File: src/rtl/lut_cfg_pkg.sv
// Shared types, sizing helpers and the checksum fold for the LUT
// configuration sequencer.
// Optional feature macro: LUT_CFG_CHECKSUM_EN (configuration checksum output).
package lut_cfg_pkg;

  typedef enum logic [1:0] {
    IDLE  = 2'd0,
    LOAD  = 2'd1,
    WRITE = 2'd2,
    DONE  = 2'd3
  } lut_cfg_state_e;

  // Default build sizes; the top module derives its own widths from its
  // parameters through the helpers below.
  localparam int DEF_LUT_SIZE = 6;
  localparam int DEF_NUM_LUTS = 8;

  function automatic int lut_word_width(input int k);
    return 1 << k;
  endfunction

  function automatic int lut_idx_width(input int n);
    return (n > 1) ? $clog2(n) : 1;
  endfunction

  localparam int LUT_WORD_W = lut_word_width(DEF_LUT_SIZE);
  localparam int LUT_IDX_W  = lut_idx_width(DEF_NUM_LUTS);

  localparam int CKSUM_W      = 16;
  // Widest truth table the fold accepts (K up to 8); callers zero-pad.
  localparam int FOLD_MAX_W   = 256;

  // XOR of all 16-bit slices of a zero-padded truth-table word.
  function automatic logic [CKSUM_W-1:0] xor_fold16(input logic [FOLD_MAX_W-1:0] w);
    logic [CKSUM_W-1:0] acc;
    acc = '0;
    for (int unsigned i = 0; i < FOLD_MAX_W / CKSUM_W; i++) begin
      acc = acc ^ w[i*CKSUM_W +: CKSUM_W];
    end
    return acc;
  endfunction

endpackage

File: src/rtl/lut_cfg_ctrl_if.sv
// Configuration stream and LUTRAM write-bus bundle for lut_cfg_ctrl.
// Optional feature macro: LUT_CFG_CHECKSUM_EN (adds cfg_checksum).
interface lut_cfg_ctrl_if #(
  parameter int ZUMA_LUT_SIZE = 6,
  parameter int NUM_LUTS      = 8
);
  logic                            start;
  logic                            abort;
  logic                            cfg_valid;
  logic                            cfg_ready;
  logic [(1<<ZUMA_LUT_SIZE)-1:0]   cfg_data;
  logic [ZUMA_LUT_SIZE-1:0]        lut_a;
  logic                            lut_d;
  logic [NUM_LUTS-1:0]             lut_we;
  logic                            busy;
  logic                            cfg_mode;
  logic                            done;
`ifdef LUT_CFG_CHECKSUM_EN
  logic [15:0]                     cfg_checksum;
`endif

  // Loader / bench side
  modport master (
    output start, abort, cfg_valid, cfg_data,
    input  cfg_ready, lut_a, lut_d, lut_we, busy, cfg_mode, done
`ifdef LUT_CFG_CHECKSUM_EN
    , input cfg_checksum
`endif
  );

  // Sequencer side
  modport slave (
    input  start, abort, cfg_valid, cfg_data,
    output cfg_ready, lut_a, lut_d, lut_we, busy, cfg_mode, done
`ifdef LUT_CFG_CHECKSUM_EN
    , output cfg_checksum
`endif
  );

endinterface

File: src/rtl/lut_cfg_ctrl.sv
// Configuration sequencer for a cluster of LUTRAM LUTs: accepts one
// truth-table word per LUT and serialises it into 2^K single-bit writes
// with a one-hot write enable, LUT 0 first.
// Optional feature macro: LUT_CFG_CHECKSUM_EN (16-bit checksum of accepted words).
module lut_cfg_ctrl
  import lut_cfg_pkg::*;
#(
  parameter int ZUMA_LUT_SIZE = DEF_LUT_SIZE,
  parameter int NUM_LUTS      = DEF_NUM_LUTS
) (
  input  logic           clk,
  input  logic           rst_n,
  lut_cfg_ctrl_if.slave  bus
);

  localparam int K  = ZUMA_LUT_SIZE;
  localparam int W  = lut_word_width(ZUMA_LUT_SIZE);
  localparam int IW = lut_idx_width(NUM_LUTS);

  localparam logic [K:0]    CNT_LAST = (K+1)'(W - 1);
  localparam logic [K:0]    CNT_ONE  = (K+1)'(1);
  localparam logic [IW-1:0] IDX_LAST = IW'(NUM_LUTS - 1);
  localparam logic [IW-1:0] IDX_ONE  = IW'(1);

  lut_cfg_state_e r_state, w_state_nxt;

  logic [IW-1:0]       r_idx,  w_idx_nxt;
  logic [K:0]          r_cnt,  w_cnt_nxt;
  logic [W-1:0]        r_word, w_word_nxt;
  logic [K-1:0]        r_a,    w_a_nxt;
  logic                r_d,    w_d_nxt;
  logic [NUM_LUTS-1:0] r_we,   w_we_nxt;
  logic                r_busy, w_busy_nxt;
  logic                r_done, w_done_nxt;
  logic                w_accept;

  assign w_accept = (r_state == LOAD) && bus.cfg_valid && !bus.abort;

`ifdef LUT_CFG_CHECKSUM_EN
  logic [CKSUM_W-1:0]    r_cksum, w_cksum_nxt;
  logic [FOLD_MAX_W-1:0] w_fold_in;

  // Zero-pad the incoming word to the fold width
  always_comb begin
    w_fold_in          = '0;
    w_fold_in[W-1:0]   = bus.cfg_data;
  end

  // Clear on start, accumulate each accepted word
  always_comb begin
    w_cksum_nxt = r_cksum;
    if (r_state == IDLE && bus.start) begin
      w_cksum_nxt = '0;
    end else if (w_accept) begin
      w_cksum_nxt = r_cksum + xor_fold16(w_fold_in);
    end
  end

  // Checksum register
  always_ff @(posedge clk or negedge rst_n) begin
    if (!rst_n) r_cksum <= '0;
    else        r_cksum <= w_cksum_nxt;
  end

  assign bus.cfg_checksum = r_cksum;
`endif

  // State register
  always_ff @(posedge clk or negedge rst_n) begin
    if (!rst_n) r_state <= IDLE;
    else        r_state <= w_state_nxt;
  end

  // Next state and next values of all registered outputs/counters
  always_comb begin
    w_state_nxt = r_state;
    w_idx_nxt   = r_idx;
    w_cnt_nxt   = r_cnt;
    w_word_nxt  = r_word;
    w_a_nxt     = r_a;
    w_d_nxt     = r_d;
    w_we_nxt    = '0;
    w_busy_nxt  = r_busy;
    w_done_nxt  = 1'b0;

    case (r_state)
      IDLE: begin
        if (bus.start) begin
          w_state_nxt = LOAD;
          w_idx_nxt   = '0;
          w_busy_nxt  = 1'b1;
        end
      end

      LOAD: begin
        if (bus.abort) begin
          w_state_nxt = IDLE;
          w_busy_nxt  = 1'b0;
        end else if (bus.cfg_valid) begin
          w_word_nxt  = bus.cfg_data;
          w_cnt_nxt   = '0;
          w_state_nxt = WRITE;
        end
      end

      WRITE: begin
        if (bus.abort) begin
          w_state_nxt = IDLE;
          w_busy_nxt  = 1'b0;
        end else begin
          // Word is shifted right so bit bit_cnt is always at position 0
          w_we_nxt   = NUM_LUTS'(1) << r_idx;
          w_a_nxt    = r_cnt[K-1:0];
          w_d_nxt    = r_word[0];
          w_word_nxt = r_word >> 1;
          w_cnt_nxt  = r_cnt + CNT_ONE;
          if (r_cnt == CNT_LAST) begin
            if (r_idx == IDX_LAST) begin
              w_state_nxt = DONE;
              w_done_nxt  = 1'b1;
            end else begin
              w_idx_nxt   = r_idx + IDX_ONE;
              w_state_nxt = LOAD;
            end
          end
        end
      end

      DONE: begin
        w_busy_nxt  = 1'b0;
        w_state_nxt = IDLE;
      end

      default: begin
        w_state_nxt = IDLE;
        w_busy_nxt  = 1'b0;
      end
    endcase
  end

  // Datapath and output registers
  always_ff @(posedge clk or negedge rst_n) begin
    if (!rst_n) begin
      r_idx  <= '0;
      r_cnt  <= '0;
      r_word <= '0;
      r_a    <= '0;
      r_d    <= 1'b0;
      r_we   <= '0;
      r_busy <= 1'b0;
      r_done <= 1'b0;
    end else begin
      r_idx  <= w_idx_nxt;
      r_cnt  <= w_cnt_nxt;
      r_word <= w_word_nxt;
      r_a    <= w_a_nxt;
      r_d    <= w_d_nxt;
      r_we   <= w_we_nxt;
      r_busy <= w_busy_nxt;
      r_done <= w_done_nxt;
    end
  end

  assign bus.cfg_ready = (r_state == LOAD);
  assign bus.lut_a     = r_a;
  assign bus.lut_d     = r_d;
  assign bus.lut_we    = r_we;
  assign bus.busy      = r_busy;
  assign bus.cfg_mode  = r_busy;
  assign bus.done      = r_done;

endmodule

File: src/flat_wrapper.sv
// flat-port wrapper written by rule: the top's interface ports become plain ports
module lut_cfg_ctrl_flat import lut_cfg_pkg::*;
#(
  parameter int ZUMA_LUT_SIZE = DEF_LUT_SIZE,
  parameter int NUM_LUTS      = DEF_NUM_LUTS
)
  (clk, rst_n, bus_start, bus_abort, bus_cfg_valid, bus_cfg_data, bus_cfg_ready, bus_lut_a, bus_lut_d, bus_lut_we, bus_busy, bus_cfg_mode, bus_done);
  lut_cfg_ctrl_if #(.ZUMA_LUT_SIZE(ZUMA_LUT_SIZE), .NUM_LUTS(NUM_LUTS)) bus_i ();
  input  logic clk;
  input  logic rst_n;
  input wire logic [$bits(bus_i.start)-1:0] bus_start;
  input wire logic [$bits(bus_i.abort)-1:0] bus_abort;
  input wire logic [$bits(bus_i.cfg_valid)-1:0] bus_cfg_valid;
  input wire logic [$bits(bus_i.cfg_data)-1:0] bus_cfg_data;
  output wire logic [$bits(bus_i.cfg_ready)-1:0] bus_cfg_ready;
  output wire logic [$bits(bus_i.lut_a)-1:0] bus_lut_a;
  output wire logic [$bits(bus_i.lut_d)-1:0] bus_lut_d;
  output wire logic [$bits(bus_i.lut_we)-1:0] bus_lut_we;
  output wire logic [$bits(bus_i.busy)-1:0] bus_busy;
  output wire logic [$bits(bus_i.cfg_mode)-1:0] bus_cfg_mode;
  output wire logic [$bits(bus_i.done)-1:0] bus_done;
  assign bus_i.start = bus_start;
  assign bus_i.abort = bus_abort;
  assign bus_i.cfg_valid = bus_cfg_valid;
  assign bus_i.cfg_data = bus_cfg_data;
  assign bus_cfg_ready = bus_i.cfg_ready;
  assign bus_lut_a = bus_i.lut_a;
  assign bus_lut_d = bus_i.lut_d;
  assign bus_lut_we = bus_i.lut_we;
  assign bus_busy = bus_i.busy;
  assign bus_cfg_mode = bus_i.cfg_mode;
  assign bus_done = bus_i.done;
  lut_cfg_ctrl #(.ZUMA_LUT_SIZE(ZUMA_LUT_SIZE), .NUM_LUTS(NUM_LUTS)) u_core (.clk(clk), .rst_n(rst_n), .bus(bus_i));
endmodule
File: config.mk
export PLATFORM = sky130hd
export DESIGN_NAME = lut_cfg_ctrl_flat
export DESIGN_NICKNAME = d
export VERILOG_FILES = /design/src/rtl/lut_cfg_pkg.sv /design/src/rtl/lut_cfg_ctrl_if.sv /design/src/rtl/lut_cfg_ctrl.sv /design/src/flat_wrapper.sv
export SDC_FILE = /design/constraint.sdc
export NUM_CORES = 1
export LEC_CHECK = 0
export CAP_MARGIN = 20
export CORE_UTILIZATION = 30
export CTS_BUF_LIST = sky130_fd_sc_hd__clkbuf_2 sky130_fd_sc_hd__clkbuf_4 sky130_fd_sc_hd__clkbuf_8
export CTS_CLUSTER_DIAMETER = 150
export CTS_CLUSTER_SIZE = 20
export DETAILED_ROUTE_END_ITERATION = 8
export PLACE_DENSITY = 0.61
export SLEW_MARGIN = 40
export SYNTH_ARGS = -nofsm -noshare
export SYNTH_HDL_FRONTEND = slang
export SYNTH_SLANG_ARGS = --single-unit
export TNS_END_PERCENT = 30
File: constraint.sdc
create_clock -name clk -period 1.7 [get_ports clk]
set_input_delay 0.17 -clock clk [delete_from_list [all_inputs] [get_ports clk]]
set_output_delay 0.17 -clock clk [all_outputs]
set_load 0.01 [all_outputs]
==> metrics.cfg <==
[floorplan]
num_rows = 42
fp.dieH_um = 120
core_area_mm2 = 0.0134
start_util_pct = 31.1
die_w_um = 120
ioPinCount = 88
die-area_mm2 = 0.0144

[timing]
whs_ps = 263
relSlewSlack_pct = 75.3
fmax_mhz = 546
worst_pin_slew_ps = 370
rsz0062_at_grt = yes
setup_viol = 68
drv_slew = 0
final.period_utilization_pct = 108
hold_viol_final = 0
period_needed_ps = 1830
setup_slack_ps = -130
skew_ps = 12.4

[route]
dr_total_vias = 3373
drt_iter0_drc = 216
wl_per_cell_um = 16.7
ant_nets = 0
drc = 0
dr.pass1.iters = 4
vias_per_cell = 5.30
routed_wl_um = 10600

[clocking]
htree_levels = 3
cts_buffer_depth = 2
numCtsBuffers = 9
cts_root_buf = clkbuf_8
clock_latency_ps = 370
clkTransAtPathRegs_ps = 90
clock_sinks = 93
cts_tree = built

[final_layout]
syn2layout_area_growth_pct = 39.7
fin_area_mm2 = 0.00583
diodes = 0
final_util_pct = 43.5
fin_nets = 534
drive_gt1_share_pct = 17.0

[status]
violations = setup timing
outcome = complete, but fails checks

[yosys]
synthXorXnorAreaFrac_pct = 0
synth_compound_area_share_pct = 18.2
synth_top_family_by_area = compound AO/OA/AOI/OAI gates
synthCells = 356
synth_area_mm2 = 0.00417
yosys-top-cells-area = dfrtp_1, a221o_1, and3_1
ys_ff_latch = 93
ys.flop_type = dfrtp_1
synth_common_cells = dfrtp_1, and3_1, a221o_1
muxShareOfSynthArea_pct = 0.990
synthAdderAreaFrac_pct = 3.00
yosysWarnings = 0
yosys.area.top_type = dfrtp_1
yosysMostFrequentCell = dfrtp_1
synth_nets = 435
yosysTopAreaCellShare_pct = 55.8
synth-simple-area-share_pct = 17.0
synth_area_per_cell_um2 = 11.7
async_reset_ff_share_pct = 100
synth-edff-count = 0
synth_seq_area_share_pct = 55.8
synth_cell_types = 34

[critical_path]
crit_required_ps = 1940
r2r-end = u_core.r_word[10]
crit_family = compound AO/OA/AOI/OAI gates
r2r_start = u_core.r_state[0]
cp.depth = 7
cp-end-kind = flip-flop
worstPathMaxFanout = 39
setup.worst_path.start_class = flip-flop
path_class = flip-flop to flip-flop
critPathMaxStageDelay_ps = 420
arrival_ps = 2070
path_buf_inv = 2
regToRegSetupSlack_ps = -130
critPathSlowestCell = dfrtp_1
rr_worst_depth = 7
cp_cell_sequence = inv_2 > ha_4 > nor2b_4 > o2bb2ai_4 > buf_12 > and3_1 > a221o_1

[global_routing]
grt_pass1_vias = 3399
grt_pass1_wl_um = 17300
grt_max_degree = 52
grt_remaining_overflow = 0
grt_usage_pct = 15.5
antenna_found_initial = 0

[placement]
io_buffers = 87
placed_area_mm2 = 0.00544
place.gp.congestion = 0.794
dp_hpwl_um = 6540

[pwr]
power.leakage_uw = 0.00276
p_per_area_mw_per_mm2 = 1830
vdd_drop_max_v = 0.000893

[hold_path]
hp-class = input pin to asynchronous set/reset pin

[run]
maxCapViolations = 0

==> power by group <==
part	internal (uW)	total [uW]	switching, uW
Sequential	3050	3460	412
Combinational	2920	5830	2910
Clock	600	1370	766
==> per-layer routing <==
| metal | share of wire, % | track usage, % | up-vias |
|---|---|---|---|
| met4 | 1.4 | 5.16 | 0 |
| li1 | - | - | 1556 |
| met2 | 48 | 24.9 | 102 |
| met3 | 6.0 | 4.56 | 10 |
| met5 | 0 | 0 | - |
| met1 | 44 | 20.0 | 1705 |
==> registers in the layout, summed over array words and instances (netlist names) <==
register           count
u_core.bus.done        1
u_core.bus.lut_d       1
u_core.r_idx           3
u_core.r_cnt           7
u_core.bus.lut_we      8
u_core.r_state         2
u_core.r_word         64
u_core.bus.lut_a       6
u_core.bus.busy        1
==> area by class of cell <==
type | instances | area [um^2]
Multi-Input combinational cell | 223 | 1810
Fill cell | 1251 | 7570
Clock buffer | 12 | 153
Inverter | 8 | 33.8
Clock inverter | 4 | 23.8
Tap cell | 176 | 220
Sequential cell | 93 | 2330
Timing Repair Buffer | 120 | 1260
==> cell families (layout without fill, tap and decap cells) <==
logic type	after synthesis	after routing
compound gates	83	84
buf+inv	41	144
simple gates	125	125
flops	93	93
mux	4	4
fa+ha+maj	10	10
==> how the worst max path moves through the flow <==
stage | from | to | slack (ps)
after floorplan | u_core.r_state[0] | u_core.r_word[16] | -60
after global placement | bus_cfg_valid | u_core.r_word[40] | -150
after detailed placement | bus_cfg_valid | u_core.r_word[42] | -230
after CTS | u_core.r_state[0] | u_core.r_word[12] | -120
after global routing | u_core.r_state[0] | u_core.r_cnt[4] | -190
final | u_core.r_state[0] | u_core.r_word[10] | -130
==> cell usage in the layout, fill, tap and decap left out, types with 2 or more instances in the layout <==
cell,n
a221o_1,63
ha_4,3
nor3_1,2
buf_12,7
and3_4,9
inv_1,5
nand2b_1,4
a21oi_1,6
inv_2,2
buf_4,22
nand3_1,6
mux2i_1,3
and2_1,2
clkbuf_8,10
bufbuf_16,2
or3_1,3
clkbuf_4,2
dfrtp_1,93
o21ai_0,3
clkinv_2,3
ha_1,7
nand2_1,27
and3_1,62
clkdlybuf4s50_1,85
==> metrics by stage <==
step           setup WS, ps  TNS (ps)  power (uW)  instances
3_5_place_dp           -229    -12750        8800        612
2_1_floorplan         -57.6     -2730        7270        356
4_1_cts                -124     -6250       10600        636
3_3_place_gp           -154     -9350        8610        612
5_1_grt                -189    -10000       11300        636
6_report               -130     -6060       10700        636
==> repair_timing <==
action / CTS / global route
pin swaps: 7 / 7
endpoints found under the hold margin: 25 / 0
resized for setup: 13 / 14
gates cloned: 3 / 0
setup endpoints to repair: 80 / 75
hold buffers: 1 / 0
buffers inserted: 4 / 0
Note: power is estimated with default switching activity, not from simulation.
